## src/rtl/cla_adder.sv

```systemverilog
// cla_adder: registered two's-complement adder with carry-in on a
// hierarchical carry-lookahead network. It produces the sum, the unsigned
// carry-out and the signed-overflow flag.
//
// Structure:
//   level 1 - per-bit generate/propagate, 4-bit groups with fully expanded
//             in-group carries and group G/P
//   level 2 - lookahead over group G/P; every group carry-in is a flat
//             sum-of-products of Cin and the group terms (no ripple)
//   level 3 - only when WIDTH/4 > 8: groups are bundled into blocks of 8.
//             Block G/P feed a top lookahead that produces the block
//             carry-ins, and level 2 then works inside each block.
//
// Optional feature: define CLA_INPUT_REG_EN to register a, b and Cin
// (reset value 0) in front of the lookahead network. Latency then goes from
// 1 to 2 cycles and throughput stays at one operand set per cycle.
//
// Flow control: there is no handshake. An operand set is taken on every
// rising clk edge while rst_n is high. Its result is valid on the outputs
// 1 cycle later (2 cycles with CLA_INPUT_REG_EN) and never stalls.
//
// WIDTH must be a multiple of 4.

module cla_adder #(
  parameter int WIDTH = 32
) (
  input  logic             clk,
  input  logic             rst_n,
  input  logic [WIDTH-1:0] a,
  input  logic [WIDTH-1:0] b,
  input  logic             Cin,
  output logic [WIDTH-1:0] sum,
  output logic             Cout,
  output logic             of
);

  localparam int NG  = WIDTH / 4;              // number of 4-bit groups
  localparam int GPB = 8;                      // groups per third-level block
  localparam int NB  = (NG + GPB - 1) / GPB;   // number of third-level blocks

  // ---------------------------------------------------------------------------
  // Operand stage
  // ---------------------------------------------------------------------------
  logic [WIDTH-1:0] a_i;
  logic [WIDTH-1:0] b_i;
  logic             cin_i;

`ifdef CLA_INPUT_REG_EN
  // Capture the operands so the lookahead network starts from a register.
  always_ff @(posedge clk or negedge rst_n) begin
    if (!rst_n) begin
      a_i   <= '0;
      b_i   <= '0;
      cin_i <= 1'b0;
    end else begin
      a_i   <= a;
      b_i   <= b;
      cin_i <= Cin;
    end
  end
`else
  assign a_i   = a;
  assign b_i   = b;
  assign cin_i = Cin;
`endif

  // ---------------------------------------------------------------------------
  // Lookahead helpers (pure AND/OR; loops unroll to flat product terms)
  // ---------------------------------------------------------------------------

  // AND of pv[lo..hi]. An empty range (lo > hi) gives 1.
  function automatic logic and_range(input logic [NG-1:0] pv,
                                     input int lo, input int hi);
    logic r;
    r = 1'b1;
    for (int m = 0; m < NG; m++) begin
      if (m >= lo && m <= hi) r = r & pv[m];
    end
    return r;
  endfunction

  // Carry out of items lo..hi with carry-in ci entering item lo:
  //   ci & P[lo..hi]  |  OR over k of  G[k] & P[k+1..hi]
  // Written as a flat sum of products, so nothing ripples.
  function automatic logic lookahead(input logic [NG-1:0] gv,
                                     input logic [NG-1:0] pv,
                                     input logic ci,
                                     input int lo, input int hi);
    logic r;
    r = ci & and_range(pv, lo, hi);
    for (int k = 0; k < NG; k++) begin
      if (k >= lo && k <= hi) r = r | (gv[k] & and_range(pv, k + 1, hi));
    end
    return r;
  endfunction

  // ---------------------------------------------------------------------------
  // Level 1: bit generate/propagate and 4-bit groups
  // ---------------------------------------------------------------------------
  logic [WIDTH-1:0] g;
  logic [WIDTH-1:0] p;
  logic [NG-1:0]    grp_g;
  logic [NG-1:0]    grp_p;
  logic [NG:0]      grp_c;     // grp_c[k] = carry into group k; grp_c[NG] = carry out
  logic [WIDTH:0]   c;         // c[i] = carry into bit i; c[WIDTH] = carry out

  assign g = a_i & b_i;
  assign p = a_i ^ b_i;

  genvar gk;
  for (gk = 0; gk < NG; gk++) begin : g_group
    localparam int B = 4 * gk;

    assign grp_g[gk] = g[B+3]
                     | (p[B+3] & g[B+2])
                     | (p[B+3] & p[B+2] & g[B+1])
                     | (p[B+3] & p[B+2] & p[B+1] & g[B]);
    assign grp_p[gk] = p[B+3] & p[B+2] & p[B+1] & p[B];

    // In-group carries, fully expanded from the group carry-in.
    assign c[B]   = grp_c[gk];
    assign c[B+1] = g[B]
                  | (p[B] & grp_c[gk]);
    assign c[B+2] = g[B+1]
                  | (p[B+1] & g[B])
                  | (p[B+1] & p[B] & grp_c[gk]);
    assign c[B+3] = g[B+2]
                  | (p[B+2] & g[B+1])
                  | (p[B+2] & p[B+1] & g[B])
                  | (p[B+2] & p[B+1] & p[B] & grp_c[gk]);
  end

  // The carry out of the top bit comes straight from the lookahead network.
  assign c[WIDTH] = grp_c[NG];

  // ---------------------------------------------------------------------------
  // Levels 2 and 3: group carry-ins
  // ---------------------------------------------------------------------------
  if (NG <= GPB) begin : g_two_level
    // Every group carry-in is computed directly from Cin and the group G/P.
    always_comb begin
      grp_c    = '0;
      grp_c[0] = cin_i;
      for (int j = 0; j < NG; j++) begin
        grp_c[j+1] = lookahead(grp_g, grp_p, cin_i, 0, j);
      end
    end
  end else begin : g_three_level
    logic [NB-1:0] blk_g;
    logic [NB-1:0] blk_p;
    logic [NB-1:0] blk_c;     // carry into each block of GPB groups
    logic [NG-1:0] blk_g_ext;
    logic [NG-1:0] blk_p_ext;

    // Block generate/propagate, each taken over its own groups.
    always_comb begin
      blk_g = '0;
      blk_p = '0;
      for (int s = 0; s < NB; s++) begin
        blk_g[s] = lookahead(grp_g, grp_p, 1'b0, s * GPB,
                             (s * GPB + GPB - 1 < NG) ? s * GPB + GPB - 1 : NG - 1);
        blk_p[s] = and_range(grp_p, s * GPB,
                             (s * GPB + GPB - 1 < NG) ? s * GPB + GPB - 1 : NG - 1);
      end
    end

    // Top lookahead: block carry-ins come flat from Cin and the block G/P.
    always_comb begin
      blk_g_ext          = '0;
      blk_p_ext          = '0;
      blk_g_ext[NB-1:0]  = blk_g;
      blk_p_ext[NB-1:0]  = blk_p;
      blk_c              = '0;
      blk_c[0]           = cin_i;
      for (int s = 1; s < NB; s++) begin
        blk_c[s] = lookahead(blk_g_ext, blk_p_ext, cin_i, 0, s - 1);
      end
    end

    // Second level inside each block, seeded by that block's carry-in.
    always_comb begin
      grp_c    = '0;
      grp_c[0] = cin_i;
      for (int j = 0; j < NG; j++) begin
        grp_c[j+1] = lookahead(grp_g, grp_p, blk_c[j / GPB], (j / GPB) * GPB, j);
      end
    end
  end

  // ---------------------------------------------------------------------------
  // Sum, flags and output register
  // ---------------------------------------------------------------------------
  logic [WIDTH-1:0] sum_d;
  logic             cout_d;
  logic             of_d;

  assign sum_d  = p ^ c[WIDTH-1:0];
  assign cout_d = c[WIDTH];
  assign of_d   = c[WIDTH] ^ c[WIDTH-1];

  // Register the result. Reset clears it at once and drops in-flight data.
  always_ff @(posedge clk or negedge rst_n) begin
    if (!rst_n) begin
      sum  <= '0;
      Cout <= 1'b0;
      of   <= 1'b0;
    end else begin
      sum  <= sum_d;
      Cout <= cout_d;
      of   <= of_d;
    end
  end

endmodule

```

## config.mk

```make
export PLATFORM = sky130hd
export DESIGN_NAME = cla_adder
export DESIGN_NICKNAME = d
export VERILOG_FILES = /design/src/rtl/cla_adder.sv
export SDC_FILE = /design/constraint.sdc
export NUM_CORES = 1
export LEC_CHECK = 0
export ABC_AREA = 1
export CAP_MARGIN = 25
export CORE_AREA = 2 2 83 85
export CTS_CLUSTER_SIZE = 25
export DETAILED_ROUTE_END_ITERATION = 7
export DIE_AREA = 0 0 85 87
export GPL_TIMING_DRIVEN = 0
export PLACE_DENSITY_LB_ADDON = 0.05
export SYNTH_ARGS = -nofsm -noshare
export SYNTH_HDL_FRONTEND = slang
export SYNTH_SLANG_ARGS = --single-unit
```

## constraint.sdc

```tcl
create_clock -name clk -period 0.8 [get_ports clk]
set_input_delay 0.16 -clock clk [delete_from_list [all_inputs] [get_ports clk]]
set_output_delay 0.16 -clock clk [all_outputs]
set_load 0.01 [all_outputs]
```

# Yosys cells after proc, flatten, opt, wreduce, memory -nomap -nowiden
# Index checks and enable logic that the tools add are counted.
word_totals:
  reg_bits: 34
  latchBits: 0
  ram_bits: 0
  rom_bits: 0
  in_bits: 67
  out_inout_bits: 34
  word_cells: 299
  memories: 0
classes:
  add_sub_neg: 0
  mul: 0
  div_mod_pow: 0
  order_cmp: 0
  n_eq_ne: 0
  shift: 0
  muxes: 0
  n_bitwise: 296
  reduce_logical: 0
ops:
  columns: ["operator", "n"]
  rows:
  - ["$and A1 B1 Y1", 184]
  - ["$or A1 B1 Y1", 108]
  - ["$xor A32 B32 Y32", 2]
  - ["$and A32 B32 Y32", 1]
  - ["$xor A1 B1 Y1", 1]

# Logic depth before layout (Yosys ltp)
logic_depth:
  ltp_word: 21
  mapped_depth: 14
  depth_no_buf: 14

# Worst setup path before layout
# OpenSTA, ideal clock, no wires.
synth_path:
  path_kind: "input to register"
  start: "in a[11]"
  end: "reg sum[21]"
  setup_time_ns: 0.127
  t_arrival_ns: 1.824
  required_time_ns: 0.673
  slack_ns: -1.151
  stages: 10
  n_path_buf: 0
  path_cell_list: "ha_1 > a21oi_1 > nand3_1 > nand2_1 > nand3_2 > inv_2 > nand2_2 > or2_4 > fa_1 > xor2_1"
synth_via:
  elab_chain_cells: 16
  word_cells_on_any_way: 31
  classes_between: "bitwise: 31"
synth_lines:
  columns: ["item", "line", "text"]
  rows:
  - ["start: declaration", "29", "input logic [WIDTH-1:0] a,"]
  - ["$xor A32 B32 Y32", "108", "assign p = a_i ^ b_i;"]
  - ["$and A1 B1 Y1", "116, 117, 118", null]
  - ["$and A1 B1 Y1", "117, 118", null]
  - ["$and A1 B1 Y1", "118", "assign grp_p[gk] = p[B+3] & p[B+2] & p[B+1] & p[B];"]
  - ["$and A1 B1 Y1 (3 in a row)", "77", "if (m >= lo && m <= hi) r = r & pv[m];"]
  - ["$and A1 B1 Y1, on equally long branches", "90, 92", null]
  - ["$or A1 B1 Y1 (2 in a row)", "92", "if (k >= lo && k <= hi) r = r | (gv[k] & and_range(pv, k + 1, hi));"]
  - ["$or A1 B1 Y1 * (3 in a row)", "92", null]
  - ["$and A1 B1 Y1 *", "123", "| (p[B] & grp_c[gk]);"]
  - ["$or A1 B1 Y1 *", "123", null]
  - ["$xor A32 B32 Y32 *", "197", "assign sum_d = p ^ c[WIDTH-1:0];"]
  - ["named net sum_d[21]", "193", "logic [WIDTH-1:0] sum_d;"]
  - ["end signal: assignment", "208", "sum <= sum_d;"]
  - ["end: declaration", "32", "output logic [WIDTH-1:0] sum,"]
# Mark *: on every way through the listed nets, which the timed path passes. The rest lies on a longest branch.

# Worst setup path after layout
layout_path:
  start: "in b[13]"
  end: "reg sum[28]"
layout_via:
  elab_chain_cells: 16
  word_cells_on_any_way: 36
  classes_between: "bitwise: 36"
layout_lines:
  columns: ["item", "line", "text"]
  rows:
  - ["start: declaration", "30", "input logic [WIDTH-1:0] b,"]
  - ["$xor A32 B32 Y32", "108", null]
  - ["$and A1 B1 Y1", "117, 118", null]
  - ["$and A1 B1 Y1", "118", null]
  - ["$and A1 B1 Y1 (4 in a row)", "77", null]
  - ["$and A1 B1 Y1, on equally long branches", "90, 92", null]
  - ["$or A1 B1 Y1 (3 in a row)", "92", null]
  - ["$or A1 B1 Y1 * (4 in a row)", "92", null]
  - ["$xor A32 B32 Y32 *", "197", null]
  - ["named net sum_d[28]", "193", null]
# Marked as above.

==> impl_results.md <==
- CTS clk-pin slew, worst paths: 0.07 ns
- Yosys warnings: 0
- Vias per cell: 4.83
- CP Capture Type: register
- Global-route wire length before repair: 11800 um
- CTS sink cnt: 34
- Congestion Overflow GR: 0
- Post-synthesis simple-gate area fraction: 27.6%
- Mux cell area share after synthesis: 0%
- Area of the multi-input gates: 2320 um2
- Leak: 0.00220 uW
- Post-route cell area: 4650 um2
- CTS root buf: clkbuf_8
- Fmax: 590 MHz
- RD Place Congestion: 0.788
- Die height: 87 um
- Overall Global Routing Usage: 19.6%
- CP Data Required Time: 0.96 ns
- Synthesized area: 2550 um2
- Critical path origin: b[13]
- Largest area contributor in the netlist: dfrtp_1
- Mapped Avg Cell Area: 8.60 um2
- RSZ-0062 raised after global routing: true
- Top cell type's share of synthesized area: 33.3%
- DP Wirelength: 4850 um
- Filler cells: 501
- Worst-margin pin slew: 0.796 ns
- Worst path slowest cell: fa_2
- DRT iter0 DRCs: 51
- Synth area leaders: dfrtp_1 (33%), ha_1 (16%), nand2_1 (9.1%)
- WHS: -0.0499 ns
- Port Buf Inserts: 100
- Final worst path period share: 212%
- Status: finished, violations left
- Most used cell, CP: nor2_4
- Largest stage delay, worst path: 0.42 ns
- Num rows: 30
- Io pins: 101
- Adder-cell share of the synthesized area: 22.0%
- Antenna Nets Post-Route: 0
- Reg area: 851 um2
- FF+latch count, synth: 34
- Startpoint types: input pin
- Period minus WS final: 1.69 ns
- Initial antenna violation count: 0
- Syn-to-layout area delta: 81.9%
- Vias in the first global route: 2639
- Die Wd: 85 um
- CP endpoint: sum[28]
- Final WL: 7040 um
- Fin. Hold Viols: 34
- Diode count: 0
- Core area: 6570 um2
- Tot Pwr: 6950 uW
- Slew Viols, Final: 0
- VDD IR-drop max: 790 uV
- Placement Cell Area: 4060 um2
- Final setup fails: 66
- Via count: 2557
- Setup ws final: -0.894 ns
- Fin nets: 555
- Seq/Total Area, Yosys: 33.3%
- Post-Synth XOR/XNOR Area: 5.49%
- CTS tree: built
- H-tree levels: 2
- Max Root-Sink Buffers: 2
- Drt pass-1 iters: 4
- Layout cells sized above 1: 62.6%
- Drt wl/cell: 13.3 um
- Max Cap Viol: 0
- Initial Utilization: 38.9%
- DRC violations left: 0
- Compound-Gate Fraction of Synth Area: 6.08%
- Power density over cell area: 1500 nW/um2
- Hold WC Path Type: input pin to asynchronous set/reset pin
- Yosys cell types: 27
- Gate count after technology mapping: 297
- Worst Path Arrival: 1.86 ns
- Die ar.: 7400 um2
- Setup CP Type: input pin to register
- Largest family of logic cells by synthesized area: simple AND/OR/NAND/NOR gates
- Failing checks: hold timing, setup timing
- Post-Syn Nets: 404
- Max_slew headroom: 47.0%
- CTS buffer count: 5
- Worst path cell trace: buf_6, ha_4, nand2_4, nor2_4, nand2_2, nor2_4, nand4_1, nand2_1, inv_2, nand3_2, and2_4, fa_2
- Largest net degree at the start of global routing: 35
- Top fanout value on the critical path: 4
cell families after synthesis:
family / Yosys count
AO/OA/AOI/OAI: 27
XOR/XNOR: 16
adder cells (fa/ha/maj): 40
buffers and inverters: 38
flip-flops: 34
AND/OR/NAND/NOR: 142
cell usage after synthesis (all sizes together):
library cell,number
inv,38
nand4,7
o21ai,3
xor2,11
or2,1
nor2,22
a21oi,17
and3,1
ha,32
fa,8
nand2,73
nand3,35
a41oi,1
xnor2,5
a31oi,2
a221oi,2
and2,3
dfrtp,34
a21o,2
cell usage in the layout (no fill, tap or decap), types with 2 or more instances in the layout:
cell type and instances:
a21oi_1 6, a21oi_2 8, a21oi_4 3, a221oi_1 2
and2_4 2, buf_2 51, buf_4 36, buf_6 35
clkbuf_2 4, clkbuf_8 5, clkdlybuf4s15_1 2, clkdlybuf4s15_2 5
clkinv_2 2, dfrtp_1 34, dlygate4sd2_1 11, fa_2 7
ha_4 31, inv_1 27, inv_2 10, nand2_1 38
nand2_2 25, nand2_4 10, nand3_1 12, nand3_2 20
nand3_4 3, nand4_1 6, nor2_1 6, nor2_2 9
nor2_4 7, o21ai_2 2, xnor2_1 5, xor2_1 11
state kept, by name, indices dropped and copies added, names as in the netlist:
name	flops
Cout	1
of	1
sum	32
layout make-up:
| type | count | area share (%) |
|---|---|---|
| timing repair buffer | 144 | 23.9 |
| tap | 80 | 2.15 |
| clock inverter | 3 | 0.862 |
| clock buffer | 5 | 1.48 |
| multi-input combinational | 225 | 49.9 |
| inverter | 38 | 3.34 |
| sequential | 34 | 18.3 |
per-layer routing:
metal  global-route usage, %  vias to the layer above  part of all wire [%]
met2                    35.7                       72                    50
met5                       0                        -                     0
met3                    4.45                        8                   5.9
li1                        -                     1284                     -
met4                    4.33                        0                   1.2
met1                    23.5                     1193                    42
metrics by stage:
step	worst slack [ns]	utilization, %	std cells	TNS [ns]
floorplan	-0.950	-	297	-20.42
global placement	-1.59	61.9	477	-91.56
detailed placement	-1.61	61.8	477	-51.65
CTS	-0.898	68.1	522	-24.02
global route	-0.956	70.7	529	-27.71
finish	-0.894	70.7	529	-24.26
critical path, delay by kind of cell:
family	cells	cell delay, ns
adder cells (fa/ha/maj)	2	0.71
buffers and inverters	2	0.15
AND/OR/NAND/NOR	8	0.83
where the power goes:
part / switching, uW / internal [uW] / leakage, uW
sequential: 101 / 2060 / 0.000400
combinational: 1560 / 1640 / 0.00174
clock: 673 / 917 / 0.0000579
worst min-delay path by stage:
stage | endpoint | cells after the start | startpoint
2_1_floorplan | Cout | 0 | rst_n
3_3_place_gp | sum[1] | 3 | b[1]
3_5_place_dp | sum[15] | 1 | rst_n
4_1_cts | sum[18] | 1 | rst_n
5_1_grt | sum[2] | 1 | rst_n
6_report | sum[15] | 1 | rst_n
what timing repair did:
| item | CTS | global route |
|---|---|---|
| hold endpoints to repair | 34 | 0 |
| setup buffers | 37 | 9 |
| resized for setup | 420 | 56 |
| endpoints found under the setup margin | 68 | 66 |
| pin swaps | 83 | 49 |
| cloned | 0 | 0 |
Power figures use the tool's default switching activity.
==> variant 1: new RTL, config.mk and constraints unchanged <==
`WIDTH`: 32 -> 36.
--- a/src/rtl/cla_adder.sv
+++ b/src/rtl/cla_adder.sv
@@ -22,7 +22,7 @@
 // WIDTH must be a multiple of 4.
 
 module cla_adder #(
-  parameter int WIDTH = 32
+  parameter int WIDTH = 36
 ) (
   input  logic             clk,
   input  logic             rst_n,
Interface: changed (resized a, b and sum); port bits go from 101 to 113. The function was not compared with the original's and may differ.
==> variant 1 against the unedited design <==
Design area grew 14%. Routed wire length grew 21%. Worst setup slack lost 57 ps. Total power grew 11%. Sequential cell count grew 4. Via count grew 15%. First-iteration DRC count grew 45%. The flow still finishes with violations (hold timing, setup timing). Critical path type unchanged. Synthesized area grew 8.3%.
==> variant 1: results (changes against the unedited design) <==
stage,metric,value,unit,change
run_status,outcome,"complete, but fails checks",,
run_status,failing checks,"hold timing, setup timing",,
sta,post-route worst setup slack,-951,ps,-57.0 ps
routing,Pre-antenna DRT Iters,4,,unchanged
setup_path,WP data arrival,1930,ps,+70 ps
setup_path,Critical Path End,sum[24]$_DFF_PN0_,,
clock_tree,CTS root buffer,clkbuf_8,,
clock_tree,Max clock buf depth,2,,unchanged
final_layout,nets@finish,621,,+12%
placement,detailed placement HPWL,5.45,mm,+12%
final_layout,# diodes,0,,unchanged
placement,GPL Wtd Cong,0.835,,+6.0%
yosys,Unique masters post-synth,30,,+11%
placement,Area after DPL,4480,um2,+10%
sta,Final Hold Fails,38,,+12%
pwr,Leak,2.53,nW,+15%
yosys,ranking of synthesized cells by area,"dfrtp_1 (34%), ha_1 (16%), nand2_1 (9.2%), fa_1 (6.5%), inv_1 (5.3%)",,
sta,Final setup viols,74,,+12%
pwr,VDD IR max,896,uV,+13%
setup_path,"Max FO, Critical Path",3,,-1
setup_path,CP startpoint,a[20],,
global_route,antenna violations before repair,0,,unchanged
global_route,vias in the first global route,3177,,+20%
global_route,total global-route track usage,22.6,%,+3.0 points
routing,routed length per instance,14.7,um,+10%
sta,Max-slew headroom,42.0,%,-4.9 points
placement,IO buf count,112,,+12%
min_path,Hold Path Class,in -> async,,
pwr,Int Pwr,5.09,mW,+10%
yosys,Synth Flop Type,dfrtp_1,,
routing,via count,2930,,+15%
sta,worst hold margin,-21.0,ps,+28.9 ps
clock_tree,"Clk pin slew, worst setup/hold paths",80,ps,
final_layout,share of layout cells above drive strength 1,63.5,%,+0.96 points
yosys,Synth Net Count,437,,+8.2%
global_route,largest net degree at the start of global routing,39,,+11%
yosys,"Seq/Total Area, Yosys",34.4,%,+1.1 points
yosys,most frequent cells after synthesis,"nand2_1 (68), inv_1 (39), dfrtp_1 (38)",,
clock_tree,H-tree levels,2,,unchanged
final_layout,Regs by FF count,"sum (36), Cout (1), of (1)",,
yosys,YS warnings,0,,unchanged
global_route,first-pass GRT wire length,13.6,mm,+15%
routing,Starting DRT DRC Count,74,,+45%
clock_tree,cts bufs inserted,5,,unchanged
## variant 1: cell count changes after synthesis, moves of 5 or more
cell	before	now
o21ai_0	1	6
nand4_1	6	12
nand2_2	11	5
nand2_1	62	68
nand3_1	31	18
## variant 1: logic make-up (layout without fill, tap and decap cells)
group           after synthesis  after routing  synth area share (%)
xor+xnor                     20             20                  6.33
compound gates               36             36                  7.42
fa+ha+maj                    45             45                  22.8
buf+inv                      43            228                  5.84
simple gates                135            135                  23.2
flops                        38             38                  34.4
## variant 1: power by group through the flow
stage	Combinational [mW]	Clock, mW	Sequential (mW)
after floorplan	1.33	0	2.67
after global placement	3.07	0	2.45
after detailed placement	3.15	0	2.45
after CTS	3.24	1.63	2.40
after global routing	4.00	1.71	2.46
final	3.69	1.62	2.41
## variant 1: layout make-up
type	instances	area, um2
multi-input combinational	236	2500
timing repair buffer	177	1460
fill	405	1270
sequential	38	951
inverter	43	176
clock buffer	8	110
tap	80	100
## variant 1: stage by stage
step	worst slack, ps	instances	setup TNS [ps]
floorplan	-987	317	-25020
global placement	-1660	509	-108940
detailed placement	-1680	509	-62020
CTS	-954	566	-31500
global route	-1060	582	-36520
finish	-951	582	-32520
## variant 1: worst max-delay path: stages
cell and delay, ps:
buf_6 100, ha_4 260, nand4_1 180, buf_4 210
buf_4 130, buf_4 120, buf_4 130, o21ai_4 180
fa_2 460
## variant 1: how the worst min path moves through the flow
| stage | end | cells after the start | startpoint | slack (ps) |
|---|---|---|---|---|
| floorplan | Cout$_DFF_PN0_ | 0 | rst_n | -140 |
| global placement | sum[1]$_DFF_PN0_ | 3 | b[1] | 900 |
| detailed placement | sum[3]$_DFF_PN0_ | 1 | rst_n | 330 |
| CTS | sum[4]$_DFF_PN0_ | 1 | rst_n | 20 |
| global route | sum[3]$_DFF_PN0_ | 1 | rst_n | 60 |
| finish | sum[0]$_DFF_PN0_ | 1 | rst_n | -20 |
## variant 1: layer usage
| layer | vias up | track usage [%] | share of wire, % |
|---|---|---|---|
| met5 | - | 0 | 0 |
| met4 | 0 | 6.93 | 2.9 |
| met3 | 26 | 5.12 | 5.5 |
| met2 | 90 | 44.2 | 56 |
| met1 | 1405 | 23.7 | 36 |
| li1 | 1409 | - | - |
## variant 1: repair_timing
item,4_1_cts,5_1_grt
resized for setup,465,88
pin swaps,81,70
buffers inserted,49,19
setup endpoints to repair,76,75
==> variant 2: new RTL, same settings <==
Without the edit above. Take the reset off `sum` and load it in a clocked block of its own.
--- a/src/rtl/cla_adder.sv
+++ b/src/rtl/cla_adder.sv
@@ -201,15 +201,17 @@
   // Register the result. Reset clears it at once and drops in-flight data.
   always_ff @(posedge clk or negedge rst_n) begin
     if (!rst_n) begin
-      sum  <= '0;
       Cout <= 1'b0;
       of   <= 1'b0;
     end else begin
-      sum  <= sum_d;
       Cout <= cout_d;
       of   <= of_d;
     end
   end
 
+  always_ff @(posedge clk) begin
+    sum <= sum_d;
+  end
+
 endmodule
 
Function: changed (Yosys sat finds a counterexample within 4 cycles, from zero or initial values and one cycle with rst_n low).
==> variant 2 against the unedited design <==
The run ends with setup timing left. Worst setup slack improved by 25 ps. Die area did not move. Synthesized cell count did not move. Combinational power rose by 3%. Count of clock-buffer cells in the layout rose by 1. Worst hold slack improved by 73 ps. Routed wire length fell by 4.6%. Synthesized area fell by 6.3%. Total power fell by 3.5%. Sequential cell count did not move. Design area fell by 1.5%. Fmax rose by 1.5%. Critical path type unchanged. Highest routed layer unchanged.
==> variant 2: results (changes against the unedited design) <==
stage,metric,value,unit,change
pwr,VDD IR max,840,uV,+6.3%
setup_path,CP startpoint,a[11],,
global_route,largest net degree at the start of global routing,12,,-66%
pwr,Flop pwr share,32.5,%,+1.4 points
run_status,failing checks,setup timing,,
sta,post-route worst setup slack,-869,ps,+25.2 ps
global_route,vias in the first global route,2476,,-6.2%
placement,GPL Wtd Cong,0.735,,-6.7%
pwr,Leak,2.14,nW,-2.6%
global_route,first-pass GRT wire length,10.6,mm,-9.9%
pwr,Int Pwr,4.43,mW,-3.9%
sta,Final setup viols,66,,unchanged
final_layout,nets@finish,561,,+1.1%
global_route,total global-route track usage,17.6,%,-1.9 points
final_layout,# fillers,529,,+5.6%
yosys,ranking of synthesized cells by area,"dfxtp_1 (27%), ha_1 (17%), nand2_1 (9.7%), fa_1 (6.7%), nand3_1 (6.5%)",,
final_layout,multi-input logic portion of the cell area,50.5,%,+0.59 points
routing,Starting DRT DRC Count,67,,+31%
sta,Max-slew headroom,65.9,%,+19 points
final_layout,Signal buf overhead,26.7,%,+2.8 points
routing,WL final,6.71,mm,-4.6%
pwr,overall power,6.70,mW,-3.5%
routing,vias per cell,4.77,,-1.2%
yosys,Synth Flop Type,dfxtp_1,,
sta,worst hold margin,22.9,ps,+72.9 ps
final_layout,seq_cells,34,,unchanged
final_layout,Clock-cell share,1.81,%,-0.54 points
yosys,"Seq/Total Area, Yosys",28.9,%,-4.5 points
yosys,area share of fa/ha/maj cells after synthesis,23.4,%,+1.5 points
run_status,outcome,"complete, but fails checks",,
run,maxcap violations,0,,unchanged
pwr,Comb. pwr,3.28,mW,+3%
final_layout,clk_buf instances,6,,+1
yosys,xor/xnor share of the synthesized area,5.85,%,+0.37 points
setup_path,"Max FO, Critical Path",6,,+2
setup_path,Critical Path End,sum[29]$_DFF_P_,,
yosys,Synth Area in Compound Gates,6.48,%,+0.41 points
placement,detailed placement HPWL,4.71,mm,-2.9%
final_layout,share of layout cells above drive strength 1,64.8,%,+2.3 points
yosys,Unique masters post-synth,28,,+3.7%
yosys,Synth async-reset ratio,5.88,%,-94 points
yosys,most frequent cells after synthesis,"nand2_1 (62), inv_1 (35), dfxtp_1 (32), ha_1 (32), nand3_1 (31)",,
final_layout,Finished Layout Cells,535,,+1.1%
yosys,Mapped Cells,297,,unchanged
final_layout,Non-CTS buffers,150,,+4.2%
==> variant 2: worst max-delay path, stage by stage <==
cell and delay [ps]:
buf_6 100, ha_4 260, a21oi_2 150, nand3_2 140, nand2_2 100, nand3_2 100, nand2_2 110, nand3_4 80
and2_4 150, fa_2 370, xor2_1 140
==> variant 2: routing by layer <==
metal	track usage [%]	share of wire (%)	vias to the layer above
met2	33.0	52	72
met1	20.1	40	1183
met5	0	0	-
met4	4.33	1.0	0
li1	-	-	1292
met3	4.36	6.7	7
==> variant 2: metrics by stage <==
stage               instance area, um2  setup WS [ps]
finish                            4570           -869
global route                      4570           -940
floorplan                         2800           -944
detailed placement                3910          -1600
global placement                  3910          -1580
CTS                               4250           -870
==> variant 2: repair_timing <==
action | CTS | global route
setup endpoints to repair | 68 | 66
setup buffers | 42 | 9
pin swaps | 88 | 72
resized for setup | 432 | 85
==> variant 2: cell families after synthesis <==
family | Yosys count
flops | 34
xor+xnor | 16
compound gates | 27
fa+ha+maj | 40
buf+inv | 38
simple gates | 142
